## config.mk

```make
export PLATFORM = sky130hd
export DESIGN_NAME = pipeline_hazard_ctrl
export DESIGN_NICKNAME = d
export VERILOG_FILES = /design/src/rtl/pipeline_hazard_ctrl_pkg.sv /design/src/rtl/pipeline_hazard_ctrl_hazard_detect_unit.sv /design/src/rtl/pipeline_hazard_ctrl.sv
export SDC_FILE = /design/constraint.sdc
export NUM_CORES = 1
export LEC_CHECK = 0
export ABC_AREA = 1
export CAP_MARGIN = 20
export CORE_UTILIZATION = 57
export DETAILED_ROUTE_END_ITERATION = 6
export GPL_ROUTABILITY_DRIVEN = 0
export PLACE_DENSITY = 0.86
export SYNTH_ARGS = -nofsm -noshare
export SYNTH_HDL_FRONTEND = slang
export SYNTH_SLANG_ARGS = --single-unit
```

## constraint.sdc

```tcl
create_clock -name clk -period 4.15 [get_ports clk]
set_input_delay 1.245 -clock clk [delete_from_list [all_inputs] [get_ports clk]]
set_output_delay 1.245 -clock clk [all_outputs]
set_load 0.005 [all_outputs]
```

## src/rtl/pipeline_hazard_ctrl_pkg.sv

```systemverilog
// Shared types for the execute-stage hazard sequencer.
// Holds the FSM state encoding and counter widths.
package pipeline_hazard_ctrl_pkg;

    typedef enum logic [1:0] {
        HZ_RUN      = 2'd0,
        HZ_MEM_WAIT = 2'd1,
        HZ_FLUSH    = 2'd2
    } hz_state_e;

    localparam int CNT_W = 16;
    localparam logic [CNT_W-1:0] CNT_MAX = '1;

endpackage

```

## src/rtl/pipeline_hazard_ctrl_hazard_detect_unit.sv

```systemverilog
// RAW hazard detection between the ID sources and the EX/MEM destinations.
// With forwarding present only a load in EX can force a stall.
module hazard_detect_unit
    import pipeline_hazard_ctrl_pkg::*;
#(
    parameter int REG_ADDR_W = 4,
    parameter bit FWD_EN     = 1'b0
) (
    input  logic                  i_id_valid,
    input  logic [REG_ADDR_W-1:0] i_id_src1,
    input  logic [REG_ADDR_W-1:0] i_id_src2,
    input  logic                  i_id_two_src,
    input  logic [REG_ADDR_W-1:0] i_ex_dest,
    input  logic                  i_ex_wb_en,
    input  logic                  i_ex_mem_r_en,
    input  logic [REG_ADDR_W-1:0] i_mem_dest,
    input  logic                  i_mem_wb_en,
    output logic                  o_hazard
);

    logic w_ex_hit;
    logic w_mem_hit;
    logic w_ex_haz;
    logic w_mem_haz;

    assign w_ex_hit  = (i_id_src1 == i_ex_dest)
                     | (i_id_two_src & (i_id_src2 == i_ex_dest));
    assign w_mem_hit = (i_id_src1 == i_mem_dest)
                     | (i_id_two_src & (i_id_src2 == i_mem_dest));

    assign w_ex_haz  = i_ex_wb_en & w_ex_hit & (!FWD_EN | i_ex_mem_r_en);
    assign w_mem_haz = !FWD_EN & i_mem_wb_en & w_mem_hit;

    assign o_hazard  = i_id_valid & (w_ex_haz | w_mem_haz);

endmodule

```

## src/rtl/pipeline_hazard_ctrl.sv

```systemverilog
// Pipeline sequencer: hazard stall, branch flush and memory freeze.
// Outputs decode combinationally from the current state and inputs.
module pipeline_hazard_ctrl
    import pipeline_hazard_ctrl_pkg::*;
#(
    parameter int REG_ADDR_W  = 4,
    parameter bit FWD_EN      = 1'b0,
    parameter int FLUSH_EXTRA = 0,
    parameter int MEM_TIMEOUT = 255
) (
    input  logic                  clk,
    input  logic                  rst,
    input  logic                  id_valid,
    input  logic [REG_ADDR_W-1:0] id_src1,
    input  logic [REG_ADDR_W-1:0] id_src2,
    input  logic                  id_two_src,
    input  logic [REG_ADDR_W-1:0] ex_dest,
    input  logic                  ex_wb_en,
    input  logic                  ex_mem_r_en,
    input  logic [REG_ADDR_W-1:0] mem_dest,
    input  logic                  mem_wb_en,
    input  logic                  branch_taken,
    input  logic                  mem_req,
    input  logic                  mem_ready,
    output logic                  freeze_if,
    output logic                  freeze_id,
    output logic                  bubble_ex,
    output logic                  flush,
    output logic                  freeze_all,
    output logic [1:0]            ctrl_state,
    output logic [15:0]           stall_cycles,
    output logic                  mem_timeout
);

    localparam logic [1:0]       FLUSH_INIT  = 2'(FLUSH_EXTRA);
    localparam logic [CNT_W-1:0] TIMEOUT_LIM = CNT_W'(MEM_TIMEOUT);

    hz_state_e        r_state;
    logic [1:0]       r_flush_cnt;
    logic [CNT_W-1:0] r_wait_cnt;
    logic [CNT_W-1:0] r_stall_cnt;
    logic             r_timeout;

    logic             w_hazard;
    logic             w_mem_stall;
    logic             w_stall;
    logic             w_flush;
    logic             w_freeze_all;
    logic [CNT_W:0]   w_wait_inc;

    hazard_detect_unit #(
        .REG_ADDR_W (REG_ADDR_W),
        .FWD_EN     (FWD_EN)
    ) u_hdu (
        .i_id_valid    (id_valid),
        .i_id_src1     (id_src1),
        .i_id_src2     (id_src2),
        .i_id_two_src  (id_two_src),
        .i_ex_dest     (ex_dest),
        .i_ex_wb_en    (ex_wb_en),
        .i_ex_mem_r_en (ex_mem_r_en),
        .i_mem_dest    (mem_dest),
        .i_mem_wb_en   (mem_wb_en),
        .o_hazard      (w_hazard)
    );

    assign w_mem_stall = mem_req & !mem_ready;
    assign w_wait_inc  = {1'b0, r_wait_cnt} + {{CNT_W{1'b0}}, 1'b1};

    // Memory freeze beats flush beats hazard stall; only the winner asserts.
    always_comb begin
        w_stall      = 1'b0;
        w_flush      = 1'b0;
        w_freeze_all = 1'b0;
        if (!rst) begin
            case (r_state)
                HZ_RUN: begin
                    if (w_mem_stall)
                        w_freeze_all = 1'b1;
                    else if (branch_taken)
                        w_flush = 1'b1;
                    else if (w_hazard)
                        w_stall = 1'b1;
                end
                HZ_MEM_WAIT: w_freeze_all = !mem_ready;
                HZ_FLUSH: begin
                    if (w_mem_stall)
                        w_freeze_all = 1'b1;
                    else
                        w_flush = 1'b1;
                end
                default: ;
            endcase
        end
    end

    always_ff @(posedge clk) begin
        if (rst) begin
            r_state     <= HZ_RUN;
            r_flush_cnt <= 2'd0;
            r_wait_cnt  <= '0;
            r_stall_cnt <= '0;
            r_timeout   <= 1'b0;
        end else begin
            if (w_stall && r_stall_cnt != CNT_MAX)
                r_stall_cnt <= r_stall_cnt + 1'b1;
            case (r_state)
                HZ_RUN: begin
                    r_wait_cnt <= '0;
                    if (w_mem_stall) begin
                        r_state <= HZ_MEM_WAIT;
                    end else if (branch_taken && FLUSH_EXTRA > 0) begin
                        r_state     <= HZ_FLUSH;
                        r_flush_cnt <= FLUSH_INIT;
                    end
                end
                HZ_MEM_WAIT: begin
                    if (mem_ready) begin
                        // A flush interrupted by memory resumes with its count.
                        if (r_flush_cnt != 2'd0)
                            r_state <= HZ_FLUSH;
                        else
                            r_state <= HZ_RUN;
                    end else begin
                        if (r_wait_cnt != CNT_MAX)
                            r_wait_cnt <= w_wait_inc[CNT_W-1:0];
                        if (w_wait_inc >= {1'b0, TIMEOUT_LIM})
                            r_timeout <= 1'b1;
                    end
                end
                HZ_FLUSH: begin
                    r_wait_cnt <= '0;
                    if (w_mem_stall) begin
                        r_state <= HZ_MEM_WAIT;
                    end else begin
                        if (r_flush_cnt != 2'd0)
                            r_flush_cnt <= r_flush_cnt - 2'd1;
                        if (r_flush_cnt <= 2'd1)
                            r_state <= HZ_RUN;
                    end
                end
                default: r_state <= HZ_RUN;
            endcase
        end
    end

    assign freeze_if    = w_stall;
    assign freeze_id    = w_stall;
    assign bubble_ex    = w_stall;
    assign flush        = w_flush;
    assign freeze_all   = w_freeze_all;
    assign ctrl_state   = rst ? 2'd0 : r_state;
    assign stall_cycles = rst ? 16'd0 : r_stall_cnt;
    assign mem_timeout  = rst ? 1'b0 : r_timeout;

endmodule
```

Yosys cells after proc, flatten, opt, wreduce, memory -nomap -nowiden
Cells that the tools add are included.
{"block": "word_totals", "register_bits": 37, "output_inout_bits": 24}
{"block": "classes", "n_eq_ne": 13, "addsub": 3, "mux": 25, "n_reduce_logical": 10, "n_bitwise": 11, "order_cmp": 2}
{"cell": "$mux W16", "n": 3}
{"cell": "$ne A16 B16 Y1 const B", "n": 2}
{"cell": "$pmux W16 S2", "n": 1}
{"cell": "$add A16 B1 Y17 const B", "n": 1}
{"cell": "$ge A17 B8 Y1 const B", "n": 1}
{"cell": "$add A16 B1 Y16 const B", "n": 1}
{"cell": "$eq A4 B4 Y1", "n": 4}
{"cell": "$mux W1", "n": 12}
{"cell": "$mux W2", "n": 6}
{"cell": "$reduce_and A3 Y1", "n": 4}
{"cell": "$ne A2 B2 Y1 const B", "n": 4}
{"cell": "$and A1 B1 Y1", "n": 6}
{"cell": "$pmux W2 S3", "n": 1}
{"cell": "$pmux W1 S2", "n": 2}
{"cell": "$reduce_bool A2 Y1", "n": 2}
{"cell": "$ne A3 B3 Y1 const B", "n": 1}
{"cell": "$or A1 B1 Y1", "n": 3}
{"cell": "$eq A2 B1 Y1 const B", "n": 1}
{"cell": "$eq A2 B2 Y1 const B", "n": 1}
{"cell": "$le A2 B1 Y1 const B", "n": 1}
{"cell": "$logic_not A2 Y1", "n": 1}
{"cell": "$not A1 Y1", "n": 2}
{"cell": "$reduce_or A2 Y1", "n": 1}
{"cell": "$sub A2 B1 Y2 const B", "n": 1}
{"cell": "other kinds (2)", "n": 2}

Depth between registers and ports, before layout
{"block": "depth", "depth_word": 12, "depth_mapped": 13, "depth_no_buf": 12}

Cells and area by module
A second synthesis with hierarchy kept.
{"block": "unflattened", "cells_unflattened": 421, "area_unflattened_um2": 2607.5}
{"module": "pipeline_hazard_ctrl", "seq_area_each_um2": 740.7, "instances": 1, "area_per_inst_um2": 2333.5, "cells_each": 359}
{"module": "hazard_detect_unit", "seq_area_each_um2": 0.0, "instances": 1, "area_per_inst_um2": 274.0, "cells_each": 62}

Worst setup path before layout
No wires, ideal clock.
{"block": "synth_path", "path_kind": "input -> output", "from": "in rst", "to": "out freeze_id", "t_arrival_ps": 2203, "cell_stages": 6, "path_buffers": 2, "setup_slack_ps": 702, "required_ps": 2905, "cell_sequence": "buf_2 > clkinv_2 > nand2_1 > nor3_4 > a21boi_4 > buf_4"}
{"block": "synth_via", "elab_chain_len": 1}
{"item": "start: declaration", "line": "pipeline_hazard_ctrl.sv:12", "text": "input logic rst,"}
{"item": "$mux W1", "line": "pipeline_hazard_ctrl.sv:75", "text": "if (!rst) begin"}
{"item": "end: declaration", "line": "pipeline_hazard_ctrl.sv:26", "text": "output logic freeze_id,"}
No other way between the ends.

Worst setup path in the final report
{"block": "layout_path", "from": "in mem_ready", "to": "out flush"}
{"block": "layout_via", "elab_chain_len": 5, "elab_cells_between_ends": 6, "classes_between": "4 x mux; 1 x bitwise; 1 x reduce/logical"}
{"item": "start: declaration", "line": "pipeline_hazard_ctrl.sv:24", "text": "input logic mem_ready,"}
{"item": "$logic_not A1 Y1 (*)", "line": "pipeline_hazard_ctrl.sv:67", "text": "assign w_mem_stall = mem_req & !mem_ready;"}
{"item": "$and A1 B1 Y1 (*)", "line": "pipeline_hazard_ctrl.sv:67"}
{"item": "$mux W1 (on tied branches)", "line": "pipeline_hazard_ctrl.sv:87, pipeline_hazard_ctrl.sv:78"}
{"item": "$pmux W1 S2 (*)", "line": "pipeline_hazard_ctrl.sv:76", "text": "case (r_state)"}
{"item": "$mux W1 (*)", "line": "pipeline_hazard_ctrl.sv:75"}
{"item": "end: declaration", "line": "pipeline_hazard_ctrl.sv:28", "text": "output logic flush,"}
Every way passes the cells marked *; elsewhere a longest branch is shown, timed or not.

==> results.toml <==
[run_status]
outcome = "complete, no violations"

[drt]
drtAntennaViolNets = 0
wl_per_cell_um = 11.6
vias = 2775
detailedRoute.firstPassIterationCount = 4
detailedRoute.firstIterationViolations = 169
route.detailed.drc = 0
viasPerCell = 5.19
totalWireLength_um = 6210

[clocking]
tritoncts = "done"
cts_made_buffers = 5
worst_skew_pair.late_latency_ns = 0.29
max-clock-path-buffers = 2
cts.reportedPaths.clkPinSlew_ns = 0.08
cts_root_buf = "clkbuf_8"
clock_sinks = 37
clock_tree.htree_level_count = 2

[final_layout]
n_fill_cell = 355
finalNetCount = 513
areaGrowthSynthToFinish_pct = 26.0
ff_latch_area_um2 = 741
layout_cell_share_with_drive_strength_beyond_1_pct = 8.90
area_of_combinational_cells_with_multiple_inputs_um2 = 1570
n_antenna_cell = 0

[synthesis]
yosysTopAreaCell = "dfxtp_1"
synth_commonest_cells = "nand2_1, nor2_1, inv_1, dfxtp_1, nand4_1"
synth_top_area_share_pct = 28.2
synth-async-reset-ratio_pct = 0
most_common_flop_cell_mapped_by_yosys = "dfxtp_1"
count_leader_synth = "nand2_1"
ys_ff_latch = 37
combined_area_of_all_synthesized_cells_um2 = 2620
synthesis.yosys.warnings = 0
main_combinational_cell_family_by_area_after_synthesis = "simple AND/OR/NAND/NOR gates"
synthesized_area_fraction_occupied_by_adder_cells_pct = 2.39
synth_fp_nets = 454
post_synth_xor_area_fraction_pct = 5.01
edff_count_synth = 0
multiplexer_area_fraction_after_synthesis_pct = 0
yosys.cell_types.count = 36
synth_compound_gate_area_share_pct = 10.9
ys_top_cells_by_area = "dfxtp_1, nand2_1, nor2_1"
yosys.area_share.simple_pct = 41.3
postSynthCellCount = 423
synth_seq_area_share_pct = 28.2
synth.avg_cell_area_um2 = 6.20

[timing]
period_needed_ns = 4.07
timing.hold.ws_ns = 0.462
timing.final.setup_violations = 0
timing.max_slew.rel_slack_pct = 70.1
grt_setup_unrepaired = "false"
final-hold-violation-count = 0
max_clock_freq_ghz = 0.246
tightest_slew_ns = 0.445
period_utilization_pct = 98.0
worst_clock_skew_ns = 0.00566
timing_max_transition_violations_final = 0

[placed_design]
io_buffer_count = 48
place.detailed.hpwl_um = 4590

[critical_path]
worstPathRequired_ns = 2.90
crit_path_max_fanout = 3
critical_path.startpoint_type = "primary input"
worstSetupPathType = "primary input to primary output"
timing.critical_path.to_type = "primary output"
timing.critical_path.arrival_ns = 2.82

[min_path]
timing.hold.worst.class = "flip-flop to flip-flop"

[run]
cap_violations = 0

[die]
fp.dieW_um = 69.8
design.core.area_um2 = 4380
die_height_um = 69.8
count_of_boundary_i_o_pins = 50
die_area_um2 = 4880
std_cell_rows = 24
start_util_pct = 59.8

[pwr]
pwr_density_cell_nw_per_um2 = 214
max-vdd-ir-drop_mv = 0.156
static-leakage-power_nw = 1.53
totalPowerFinal_uw = 707

[global_routing]
grt-ovfl-total = 0
grt_pass1_vias = 2666
antenna_found_initial = 0
grt_util_overall_pct = 26.3
grt_max_degree = 27
grt_pass1_wl_um = 10600
## through the flow
| step | util (%) | cell area (µm²) | cells | worst slack, ns | TNS (ns) |
|---|---|---|---|---|---|
| after CTS | 75.1 | 3290 | 535 | 0.0658 | 0 |
| after global placement | 73.0 | 3200 | 525 | -0.0833 | -0.248 |
| after global routing | 75.4 | 3310 | 535 | 0.0000446 | 0 |
| final | 75.4 | 3310 | 535 | 0.0810 | 0 |
| after floorplan | - | 2620 | 423 | 0.702 | 0 |
| after detailed placement | 73.0 | 3200 | 525 | -0.112 | -0.331 |
## layer usage
layer,track usage [%],vias to the layer above,share of wire (%)
li1,-,1439,-
met1,30.6,1253,45
met2,46.8,65,49
met3,5.38,18,4.3
met4,10.2,0,2.1
met5,0,-,0
## sequential cells by signal (all words and copies together) (netlist names)
signal       count
r_flush_cnt      2
r_wait_cnt      16
r_state          2
r_stall_cnt     16
r_timeout        1
## where the power goes
group	leakage, nW	switching (mW)	total (mW)	internal, mW
sequential	0.298	0.00272	0.359	0.357
clock	0.0450	0.133	0.250	0.117
combinational	1.18	0.0510	0.0981	0.0471
## final timing paths
path	from	to	slack (ns)	cells after the start
hold reg to reg	r_timeout$_SDFFE_PP0P_	r_timeout$_SDFFE_PP0P_	0.46	2
setup / recovery	mem_ready	flush	0.08	7
hold / removal	r_timeout$_SDFFE_PP0P_	r_timeout$_SDFFE_PP0P_	0.46	2
setup reg to reg	r_stall_cnt[0]$_SDFFE_PP0P_	r_stall_cnt[7]$_SDFFE_PP0P_	2.17	12
## worst max-delay path: stages
cell	delay (ns)
clkdlybuf4s50_1	0.47
inv_1	0.06
nand2_1	0.07
nand2_1	0.10
buf_4	0.16
nor3b_1	0.18
clkdlybuf4s50_1	0.54
## layout make-up
cell class,instances,area share [%]
clock inverters,2,0.303
inverters,71,8.14
multi-input cells,306,47.4
repair buffers,61,17.6
well taps,52,1.97
clock buffers,6,2.20
flip-flops and latches,37,22.4
## timing repair
item                       in CTS  in global routing
gates cloned                    0                  0
resized for setup               7                  5
hold buffers                    0                  0
pin swaps                       1                  1
setup endpoints to repair       3                  1
setup buffers                   2                  0
## cell families after synthesis
| kind of cell | Yosys count |
|---|---|
| XOR/XNOR | 15 |
| adder cells (fa/ha/maj) | 5 |
| AO/OA/AOI/OAI | 45 |
| buffers and inverters | 80 |
| flip-flops | 37 |
| AND/OR/NAND/NOR | 241 |
## layout by cell type, fill, tap and decap left out, drive strengths merged
master / netlist / layout
and3: 1 / 1
o21ai: 12 / 12
nor2: 78 / 78
clkdlybuf4s50: 0 / 38
a31oi: 1 / 1
dfxtp: 37 / 37
ha: 5 / 5
buf: 6 / 13
o31ai: 2 / 2
o21bai: 13 / 13
dlygate4sd2: 0 / 6
nand3b: 4 / 4
a21oi: 13 / 13
xor2: 13 / 13
xnor2: 2 / 2
o22ai: 3 / 3
nand2: 112 / 112
a21boi: 1 / 1
nand4: 18 / 18
clkinv: 2 / 4
and2: 1 / 1
dlymetal6s2s: 0 / 4
or2: 3 / 3
clkbuf: 3 / 6
nor3b: 1 / 1
inv: 69 / 69
nand3: 11 / 11
nor3: 12 / 12
Note: power is estimated with default switching activity, not from simulation.
